<file path="src/rtl/vruntime_monitor_pkg.sv">
// Shared definitions for the vector runtime monitor: FSM states, counter
// slots and the read-port address map.
package vruntime_monitor_pkg;

    typedef enum logic {
        StIdle = 1'b0,
        StRun  = 1'b1
    } state_e;

    localparam int unsigned NrCnt = 4;

    // Counter slot indices; the buffer addresses reuse the same numbering.
    localparam int unsigned CntRuntime = 0;
    localparam int unsigned CntDcache  = 1;
    localparam int unsigned CntIcache  = 2;
    localparam int unsigned CntSbFull  = 3;

    localparam logic [2:0] AddrRuntimeBuf = 3'd0;
    localparam logic [2:0] AddrDcacheBuf  = 3'd1;
    localparam logic [2:0] AddrIcacheBuf  = 3'd2;
    localparam logic [2:0] AddrSbFullBuf  = 3'd3;
    localparam logic [2:0] AddrLiveRun    = 3'd4;
    localparam logic [2:0] AddrStatus     = 3'd5;

endpackage

</file>
<file path="src/rtl/vruntime_monitor_if.sv">
// Register read port of the runtime monitor; the monitor is the slave side.
interface vruntime_monitor_if #(
    parameter int unsigned CntWidth = 64
);
    logic                rd_req_i;
    logic [2:0]          rd_addr_i;
    logic                rd_valid_o;
    logic [CntWidth-1:0] rd_data_o;

    modport master (
        output rd_req_i,
        output rd_addr_i,
        input  rd_valid_o,
        input  rd_data_o
    );

    modport slave (
        input  rd_req_i,
        input  rd_addr_i,
        output rd_valid_o,
        output rd_data_o
    );
endinterface

</file>
<file path="src/rtl/vruntime_sat_cnt.sv">
// Up-counter with synchronous clear that sticks at all-ones instead of wrapping.
module vruntime_sat_cnt #(
    parameter int unsigned Width = 64
) (
    input  logic             clk_i,
    input  logic             rst_ni,
    input  logic             clear_i,
    input  logic             en_i,
    output logic [Width-1:0] cnt_o
);

    logic [Width-1:0] r_cnt;

    always_ff @(posedge clk_i or negedge rst_ni) begin
        if (!rst_ni) begin
            r_cnt <= '0;
        end else if (clear_i) begin
            r_cnt <= '0;
        end else if (en_i && (r_cnt != '1)) begin
            r_cnt <= r_cnt + Width'(1);
        end
    end

    assign cnt_o = r_cnt;

endmodule

</file>
<file path="src/rtl/vruntime_monitor.sv">
// Measures how long vector work keeps Ara busy and how often CVA6 stalls meanwhile,
// snapshotting the counters whenever outstanding vector work drains.
module vruntime_monitor
    import vruntime_monitor_pkg::*;
#(
    parameter int unsigned CntWidth = 64,
    parameter int unsigned NrRegs   = 8
) (
    input  logic             clk_i,
    input  logic             rst_ni,
    input  logic             sw_en_i,
    input  logic             clear_i,
    input  logic             vinsn_valid_i,
    input  logic             ara_idle_i,
    input  logic             dcache_miss_i,
    input  logic             icache_miss_i,
    input  logic             sb_full_i,
    vruntime_monitor_if.slave rd_bus,
    output logic             snapshot_o,
    output logic             running_o
);

    state_e r_state;
    state_e w_stateNext;

    logic                r_pending;
    logic                r_snapshot;
    logic                w_snapFire;
    logic [NrCnt-1:0]    w_cntEn;
    logic [CntWidth-1:0] w_cnt [NrCnt];
    logic [CntWidth-1:0] r_buf [NrCnt];
    logic [CntWidth-1:0] w_rdMux;
    logic                r_rdValid;
    logic [CntWidth-1:0] r_rdData;

    always_ff @(posedge clk_i or negedge rst_ni) begin
        if (!rst_ni) begin
            r_state <= StIdle;
        end else begin
            r_state <= w_stateNext;
        end
    end

    // Leaving RUN waits until software disarms and Ara has fully drained.
    always_comb begin
        w_stateNext = r_state;
        if (clear_i) begin
            w_stateNext = StIdle;
        end else begin
            case (r_state)
                StIdle:  if (vinsn_valid_i && sw_en_i) w_stateNext = StRun;
                StRun:   if (!sw_en_i && ara_idle_i && !vinsn_valid_i) w_stateNext = StIdle;
                default: w_stateNext = StIdle;
            endcase
        end
    end

    assign running_o = (r_state == StRun);

    assign w_cntEn = {sb_full_i, icache_miss_i, dcache_miss_i, 1'b1} & {NrCnt{running_o}};

    for (genvar i = 0; i < NrCnt; i++) begin : gen_cnt
        vruntime_sat_cnt #(
            .Width (CntWidth)
        ) i_cnt (
            .clk_i   (clk_i),
            .rst_ni  (rst_ni),
            .clear_i (clear_i),
            .en_i    (w_cntEn[i]),
            .cnt_o   (w_cnt[i])
        );
    end

    // A dispatch in the same cycle as idle means more work is coming, so no snapshot yet.
    assign w_snapFire = r_pending && ara_idle_i && !vinsn_valid_i;

    always_ff @(posedge clk_i or negedge rst_ni) begin
        if (!rst_ni) begin
            r_pending  <= 1'b0;
            r_snapshot <= 1'b0;
        end else if (clear_i) begin
            r_pending  <= 1'b0;
            r_snapshot <= 1'b0;
        end else begin
            r_snapshot <= w_snapFire;
            if (vinsn_valid_i) begin
                r_pending <= 1'b1;
            end else if (w_snapFire) begin
                r_pending <= 1'b0;
            end
        end
    end

    assign snapshot_o = r_snapshot;

    always_ff @(posedge clk_i or negedge rst_ni) begin
        if (!rst_ni) begin
            for (int i = 0; i < NrCnt; i++) r_buf[i] <= '0;
        end else if (clear_i) begin
            for (int i = 0; i < NrCnt; i++) r_buf[i] <= '0;
        end else if (w_snapFire) begin
            for (int i = 0; i < NrCnt; i++) r_buf[i] <= w_cnt[i];
        end
    end

    always_comb begin
        w_rdMux = '0;
        if (32'(rd_bus.rd_addr_i) < NrRegs) begin
            case (rd_bus.rd_addr_i)
                AddrRuntimeBuf: w_rdMux = r_buf[CntRuntime];
                AddrDcacheBuf:  w_rdMux = r_buf[CntDcache];
                AddrIcacheBuf:  w_rdMux = r_buf[CntIcache];
                AddrSbFullBuf:  w_rdMux = r_buf[CntSbFull];
                AddrLiveRun:    w_rdMux = w_cnt[CntRuntime];
                AddrStatus:     w_rdMux[1:0] = {running_o, r_pending};
                default:        w_rdMux = '0;
            endcase
        end
    end

    // Read data is captured at request time and held until the next request.
    always_ff @(posedge clk_i or negedge rst_ni) begin
        if (!rst_ni) begin
            r_rdValid <= 1'b0;
            r_rdData  <= '0;
        end else begin
            r_rdValid <= rd_bus.rd_req_i;
            if (rd_bus.rd_req_i) begin
                r_rdData <= w_rdMux;
            end
        end
    end

    assign rd_bus.rd_valid_o = r_rdValid;
    assign rd_bus.rd_data_o  = r_rdData;

endmodule

</file>
<file path="src/flat_wrapper.sv">
// flat-port wrapper written by rule: the top's interface ports become plain ports
module vruntime_monitor_flat import vruntime_monitor_pkg::*;
#(
    parameter int unsigned CntWidth = 64,
    parameter int unsigned NrRegs   = 8
)
  (clk_i, rst_ni, sw_en_i, clear_i, vinsn_valid_i, ara_idle_i, dcache_miss_i, icache_miss_i, sb_full_i, snapshot_o, running_o, rd_bus_rd_req_i, rd_bus_rd_addr_i, rd_bus_rd_valid_o, rd_bus_rd_data_o);
  vruntime_monitor_if #(.CntWidth(CntWidth)) rd_bus_i ();
  input  logic clk_i;
  input  logic rst_ni;
  input  logic sw_en_i;
  input  logic clear_i;
  input  logic vinsn_valid_i;
  input  logic ara_idle_i;
  input  logic dcache_miss_i;
  input  logic icache_miss_i;
  input  logic sb_full_i;
  output logic snapshot_o;
  output logic running_o;
  input wire logic [$bits(rd_bus_i.rd_req_i)-1:0] rd_bus_rd_req_i;
  input wire logic [$bits(rd_bus_i.rd_addr_i)-1:0] rd_bus_rd_addr_i;
  output wire logic [$bits(rd_bus_i.rd_valid_o)-1:0] rd_bus_rd_valid_o;
  output wire logic [$bits(rd_bus_i.rd_data_o)-1:0] rd_bus_rd_data_o;
  assign rd_bus_i.rd_req_i = rd_bus_rd_req_i;
  assign rd_bus_i.rd_addr_i = rd_bus_rd_addr_i;
  assign rd_bus_rd_valid_o = rd_bus_i.rd_valid_o;
  assign rd_bus_rd_data_o = rd_bus_i.rd_data_o;
  vruntime_monitor #(.CntWidth(CntWidth), .NrRegs(NrRegs)) u_core (.clk_i(clk_i), .rst_ni(rst_ni), .sw_en_i(sw_en_i), .clear_i(clear_i), .vinsn_valid_i(vinsn_valid_i), .ara_idle_i(ara_idle_i), .dcache_miss_i(dcache_miss_i), .icache_miss_i(icache_miss_i), .sb_full_i(sb_full_i), .rd_bus(rd_bus_i), .snapshot_o(snapshot_o), .running_o(running_o));
endmodule
</file>
<file path="config.mk">
export PLATFORM = sky130hd
export DESIGN_NAME = vruntime_monitor_flat
export DESIGN_NICKNAME = d
export VERILOG_FILES = /design/src/rtl/vruntime_monitor_pkg.sv /design/src/rtl/vruntime_monitor_if.sv /design/src/rtl/vruntime_sat_cnt.sv /design/src/rtl/vruntime_monitor.sv /design/src/flat_wrapper.sv
export SDC_FILE = /design/constraint.sdc
export NUM_CORES = 1
export LEC_CHECK = 0
export CAP_MARGIN = 10
export CORE_MARGIN = 2
export CORE_UTILIZATION = 31
export DETAILED_ROUTE_END_ITERATION = 6
export PLACE_DENSITY = 0.53
export SYNTH_ARGS = -nofsm -noshare
export SYNTH_HDL_FRONTEND = slang
export SYNTH_SLANG_ARGS = --single-unit
</file>
<file path="constraint.sdc">
create_clock -name clk_i -period 2.3 [get_ports clk_i]
set_input_delay 0.46 -clock clk_i [delete_from_list [all_inputs] [get_ports clk_i]]
set_output_delay 0.46 -clock clk_i [all_outputs]
set_load 0.01 [all_outputs]
</file>
==> parameters.txt, run 1 <==
Parameter                              Value

CTS
  Clock H-tree levels    3
  Clock insertion delay at the later pin of the skew report    0.62 ns
  Clock edge transition at the registers on the reported setup and hold paths    0.06 ns
  Root Buffer    clkbuf_16
  Clock tree from TritonCTS    done
  CTS buffer count    70
  Total number of clock tree sinks    580
  Bufs on Longest Clock Path    3

Synthesis
  Post-Syn Area    0.0284 mm^2
  Total of flip-flops plus latches after synthesis    580
  Count of distinct cell types in the synthesized netlist    59
  Post-synth EDFFs    0
  Post-synth top area share    51.1%
  Most instantiated flip-flop cell in the synthesis netlist    dfrtp_1
  Cell type with the largest total area after synthesis    dfrtp_1
  Average cell area after synthesis    10.1 um^2
  Post-synthesis net count    2841
  Post-synthesis async set-or-reset flop share    100%
  Top cells by area, synth    dfrtp_1, a22o_1, mux2i_1
  Gate count of the mapped netlist    2824
  Post-synthesis sequential area ratio    51.1%
  Synthesis warning total    0

STA
  Setup repair after global routing missed its margin    true
  Worst-margin pin slew    1.08 ns
  Clock Skews    0.0160 ns
  Post-route minimum period    2.37 ns
  Final clock period utilization by the worst path    103%
  Total count of max-transition violations in the final report    0
  Total Neg Setup Slack    -0.582 ns
  Worst relative slew slack    27.9%
  Setup-violating endpoint count in the final report    17
  Final Hold Vio Count    0
  Achievable frequency    422 MHz
  Final WS setup    -0.0676 ns

Critical path
  Slack of the worst reg-to-reg path    -0.07 ns
  Kind of capture point of the worst setup path    register
  Arrival time of the worst setup path    2.86 ns
  Worst Path Required    2.79 ns
  Cell type of the slowest stage on the worst timing path    or4_4
  Crit path launch type    register
  Setup crit start    u_core.gen_cnt[0].i_cnt.cnt_o[22]
  Critical path, cell by cell    nand4_1 -> or3_4 -> or4_4 -> o211ai_1 -> buf_4 -> xor2_1 -> nor2_1
  Largest driver fanout on the critical path    6
  CP max stage delay    0.52 ns
  Start of the worst register-to-register path    u_core.gen_cnt[0].i_cnt.cnt_o[22]
  Worst setup path class    reg -> reg

Route
  Average routed wire per standard cell    21.3 um
  Number of nets with antenna violations after detailed routing    0
  First-pass DRT Iterations    5
  Drt first-iter violations    2201
  Vias per cell    5.48
  Total DRC errors in the routed layout    0
  Detailed-route wire length    98300 um
  Number of vias in the routed layout    25300

Pwr
  LEAKAGE    16.5 nW
  Areal power density over the cells    598 mW/mm^2
  Peak VDD IR    0.388 mV
  Overall power after layout    22.9 mW

Global routing
  Vias in the first global route    24300
  Largest net degree at the start of global routing    85
  GRT Resource Usage Total    20.5%
  Initial antenna violation count    0
  Global-route wire length before repair    150000 um
  GRT overflow    0

Final layout
  Share of the core filled with cells    41.9%
  P&R area growth vs syn    34.6%
  Final-stage net count    3388
  Total non-filler cell area in the finished layout    0.0382 mm^2
  Layout cells sized above 1    26.4%

Hold path
  Hold path startpoint    clear_i
  Type of the tightest min-delay check    in -> reg

Placement
  Buffers on Ports    79
  Placement-stage cell area    0.0346 mm^2
  Half-perimeter wire length after placement    70100 um
  Placer congestion estimate    0.895

Floorplan
  Starting density of the core    31.1%
  I/O pin total    80
  Standard-cell row count    111
  Core area    0.0912 mm^2
  Die Y-Extent    307 um
  DIE WIDTH    307 um
  Area of the die    0.0941 mm^2

Flow run
  Max Cap Viol    0

Run status
  Result of the run    complete, but fails checks
  Violated checks    negative setup slack
==> registers in the layout (all words and copies together), names as in the netlist <==
signal,flops
u_core.gen_cnt.i_cnt.cnt_o,256
u_core.r_pending,1
u_core.r_buf,256
u_core.running_o,1
u_core.rd_bus.rd_data_o,64
u_core.rd_bus.rd_valid_o,1
u_core.snapshot_o,1
==> layer usage <==
metal,share of wire (%),vias to the layer above,wire (um),GRT usage (%)
met5,0,-,0,0
met4,2.7,0,2610,6.12
met3,5.3,123,5180,2.50
met2,45,724,43900,31.1
met1,47,12700,46700,30.5
li1,-,11700,-,-
==> what timing repair did <==
action	in CTS	in global routing
gates cloned	0	7
endpoints found under the hold margin	20	0
hold buffers	1	0
pin swaps	14	57
gates resized for setup	42	144
setup endpoints to repair	53	154
setup buffers	7	31
==> report_power, final <==
group          switching, mW  internal, mW
Clock                   4.61          6.98
Combinational          0.738         0.314
Sequential            0.0127          10.2
Total                   5.36          17.5
==> synth_stat cells, drive strengths merged, types with 55 or more instances <==
master / count
dfrtp: 580
a22o: 256
nor2: 210
clkbuf: 178
a21oi: 166
nand2: 149
o21ai: 120
mux2i: 112
nand3: 97
nand4: 95
inv: 89
or3: 73
or4: 73
xor2: 63
o22ai: 62
o31ai: 55
==> per-stage QoR <==
stage,worst slack (ns),hold slack [ns],instances
global route,-0.158,0.195,4612
global placement,-0.232,0.384,4440
detailed placement,-0.247,0.384,4440
CTS,-0.0962,0.172,4574
finish,-0.0676,0.198,4613
floorplan,-0.127,0.164,2824
==> layout make-up <==
| cell class | count | area [um^2] |
|---|---|---|
| Fill cell | 8766 | 53000 |
| Clock inverter | 29 | 329 |
| Inverter | 89 | 334 |
| Multi-Input combinational cell | 1947 | 13500 |
| Timing Repair Buffer | 683 | 5960 |
| Tap cell | 1186 | 1480 |
| Clock buffer | 98 | 2070 |
| Sequential cell | 580 | 14500 |
| Antenna cell | 1 | 2.50 |
==> final timing paths <==
| check | end | cells past startpoint |
|---|---|---|
| max in group asynchronous | u_core.gen_cnt[1].i_cnt.cnt_o[45] | 4 |
| worst min-delay path | u_core.gen_cnt[3].i_cnt.cnt_o[51] | 2 |
| worst max register to register | u_core.gen_cnt[0].i_cnt.cnt_o[50] | 7 |
| worst min register to register | u_core.r_buf[66] | 1 |
| min in group asynchronous | u_core.r_buf[22] | 2 |
| worst max-delay path | u_core.gen_cnt[0].i_cnt.cnt_o[50] | 7 |
==> critical path, delay by kind of cell, from the launching register on <==
family | cells | cell delay [ns]
simple gates | 4 | 1.18
flops | 1 | 0.42
compound gates | 1 | 0.30
buf+inv | 1 | 0.20
xor+xnor | 1 | 0.14
==> cells in the final DEF (no fill, tap or decap), types with 34 or more instances in the layout <==
cell type and n:
o21ai_0 104, clkbuf_16 76, nor2b_1 34, a22o_1 256
inv_1 89, nand2_1 142, o22ai_1 62, a21oi_1 155
o22a_1 40, nor2_1 204, o31ai_1 54, xor2_1 63
buf_4 534, clkdlybuf4s50_1 73, nand3_1 86, or4_1 59
nand4_1 93, buf_12 39, or3_1 63, mux2i_1 112
and3_1 38, dfrtp_1 578
==> logic make-up after synthesis <==
group | Yosys count | share of synthesized area, %
and+or+nand+nor | 947 | 18.0
muxes | 137 | 4.94
adders and majority gates | 4 | 0.176
xor gates and xnor gates | 94 | 2.90
buffers and inverters | 297 | 4.01
AOI/OAI and AO/OA | 765 | 18.9
DFF | 580 | 51.1
Note: power is estimated with default switching activity, not from simulation.
==> run 2, diff against run 1 <==
- HOLD_SLACK_MARGIN: not set -> 0.12
- SETUP_SLACK_MARGIN: not set -> 0.2
==> run 2 against run 1 <==
Net effect: the run still ends with negative setup slack left; global-route usage up 0.67 points; critical endpoint is now u_core.gen_cnt[3].i_cnt.cnt_o[58]; non-clock buffer count up 105; via count up 2.7%; combinational power up 9%; routed wire length up 4.2%; total power down 0.55%; first-iteration DRC count up 1.6%; critical path depth up 2; die area unchanged.
==> parameters.txt, run 2 (synthesized netlist as in run 1, its figures left out) <==
Parameter                              Value

Placement
  Placement-stage cell area    0.0350 mm^2
  Post-Place Worst Slack    -0.236 ns
  Placer congestion estimate    0.896
  Half-perimeter wire length after placement    70700 um
  Buffers on Ports    79
  Placed Cells    4452

STA
  Total count of max-transition violations in the final report    0
  Achievable frequency    427 MHz
  Worst relative slew slack    60.2%
  Final WS setup    -0.0445 ns
  Worst-margin pin slew    0.590 ns
  Setup-violating endpoint count in the final report    10
  Setup repair after global routing missed its margin    true
  Worst Hold Slack    0.168 ns
  Final Hold Vio Count    0
  Total Neg Setup Slack    -0.223 ns
  Post-route minimum period    2.34 ns
  Clock Skews    0.0198 ns
  Final clock period utilization by the worst path    102%

Critical path
  Kind of capture point of the worst setup path    register
  Crit path launch type    register
  Worst Path Required    2.84 ns
  Largest driver fanout on the critical path    6
  Worst setup path class    reg -> reg
  Arrival time of the worst setup path    2.89 ns

Pwr
  Net switching power of the design    5.37 mW
  Proportion of power drawn by the clock network    50.0%
  Overall power after layout    22.7 mW
  Combinational Power Share    5.0%
  Reg power frac    45.0%
  Peak VDD IR    0.510 mV
  Areal power density over the cells    559 mW/mm^2
  LEAKAGE    17.9 nW
  Fraction of power spent switching nets    23.6%
  Cell-internal power    17.4 mW

Route
  Vias per cell    5.50
  First-pass DRT Iterations    5
  Drt first-iter violations    2237
  Total DRC errors in the routed layout    0
  Number of vias in the routed layout    25900
  Detailed-route wire length    102000 um
  Number of nets with antenna violations after detailed routing    0
  Average routed wire per standard cell    21.7 um

Global routing
  Vias in the first global route    25200
  Initial antenna violation count    0
  GRT overflow    0
  GRT Resource Usage Total    21.2%
  Largest net degree at the start of global routing    91
  Global-route wire length before repair    155000 um

Flow run
  Max Cap Viol    0

Floorplan
  DIE WIDTH    307 um
  Standard-cell row count    111
  I/O pin total    80
  Area of the die    0.0941 mm^2
  Starting density of the core    31.1%
  Core area    0.0912 mm^2
  Die Y-Extent    307 um

CTS
  CTS buffer count    68
  Root Buffer    clkbuf_16
  Clock H-tree levels    3
  Clock insertion delay at the later pin of the skew report    0.62 ns
  Bufs on Longest Clock Path    3
  Clock edge transition at the registers on the reported setup and hold paths    0.06 ns
  Total number of clock tree sinks    580
  Clock tree from TritonCTS    done

Hold path
  Type of the tightest min-delay check    in -> reg

Final layout
  Highest-count cells in the layout ignoring fill and taps    buf_4, dfrtp_1, a22o_1
  Final-stage net count    3491
  Area taken by multi-input logic gates    0.0148 mm^2
  Non-filler instance count after layout    4716
  Register cell area after layout    0.0145 mm^2
  Share of the core filled with cells    44.6%
  P&R area growth vs syn    43.2%
  Most common library cell in the layout ignoring fill and taps    buf_4
  Diode count    0
  Total non-filler cell area in the finished layout    0.0407 mm^2
  Layout cells sized above 1    33.2%
  Number of inserted filler cells in the final layout    8468

Run status
  Result of the run    complete, but fails checks
  Violated checks    negative setup slack
==> run 2: worst max-delay path: stages, from the launching register on <==
cell and delay, ns:
dfrtp_1 0.35, ha_2 0.18, nand4_1 0.15, nor4_4 0.16, buf_4 0.18, o41ai_4 0.08
buf_4 0.17, or4_4 0.54, or3_1 0.32, a21oi_1 0.14
==> run 2: what timing repair did <==
action,CTS,global route
gates cloned,9,6
endpoints found under the setup margin,204,244
buffers inserted,76,45
endpoints found under the hold margin,277,0
gates resized for setup,203,268
hold buffers,1,0
pin swaps,124,153
==> run 2: power groups by stage <==
stage	clock network, mW	registers (mW)	logic [mW]
6_report	11.4	10.2	1.14
5_1_grt	12.0	10.2	1.24
4_1_cts	11.6	10.2	1.13
3_5_place_dp	0	10.4	1.06
3_3_place_gp	0	10.4	1.06
2_1_floorplan	0	10.4	0.406
==> run 2: per-layer routing <==
layer | global-route usage [%] | share of wire [%] | up-vias
li1 | - | - | 11900
met1 | 31.2 | 47 | 13200
met2 | 31.0 | 43 | 762
met3 | 4.21 | 6.1 | 136
met4 | 6.59 | 2.9 | 0
met5 | 0 | 0 | -
==> run 2: layout make-up <==
type,instances,share of cell area (%)
clock buffers,95,4.83
flip-flops and latches,580,35.7
repair buffers,788,17.7
clock inverters,31,0.907
well taps,1186,3.65
inverters,89,0.821
multi-input cells,1947,36.4
==> run 2: final timing paths <==
kind	from	to	slack, ns	cells after the start
max	u_core.gen_cnt[3].i_cnt.cnt_o[1]	u_core.gen_cnt[3].i_cnt.cnt_o[58]	-0.04	9
min	clear_i	u_core.gen_cnt[3].i_cnt.cnt_o[8]	0.17	2
max reg2reg	u_core.gen_cnt[3].i_cnt.cnt_o[1]	u_core.gen_cnt[3].i_cnt.cnt_o[58]	-0.04	9
min reg2reg	u_core.r_buf[108]	u_core.r_buf[108]	0.49	1
max in group asynchronous	rst_ni	u_core.running_o	1.11	3
min in group asynchronous	rst_ni	u_core.gen_cnt[0].i_cnt.cnt_o[15]	0.32	2
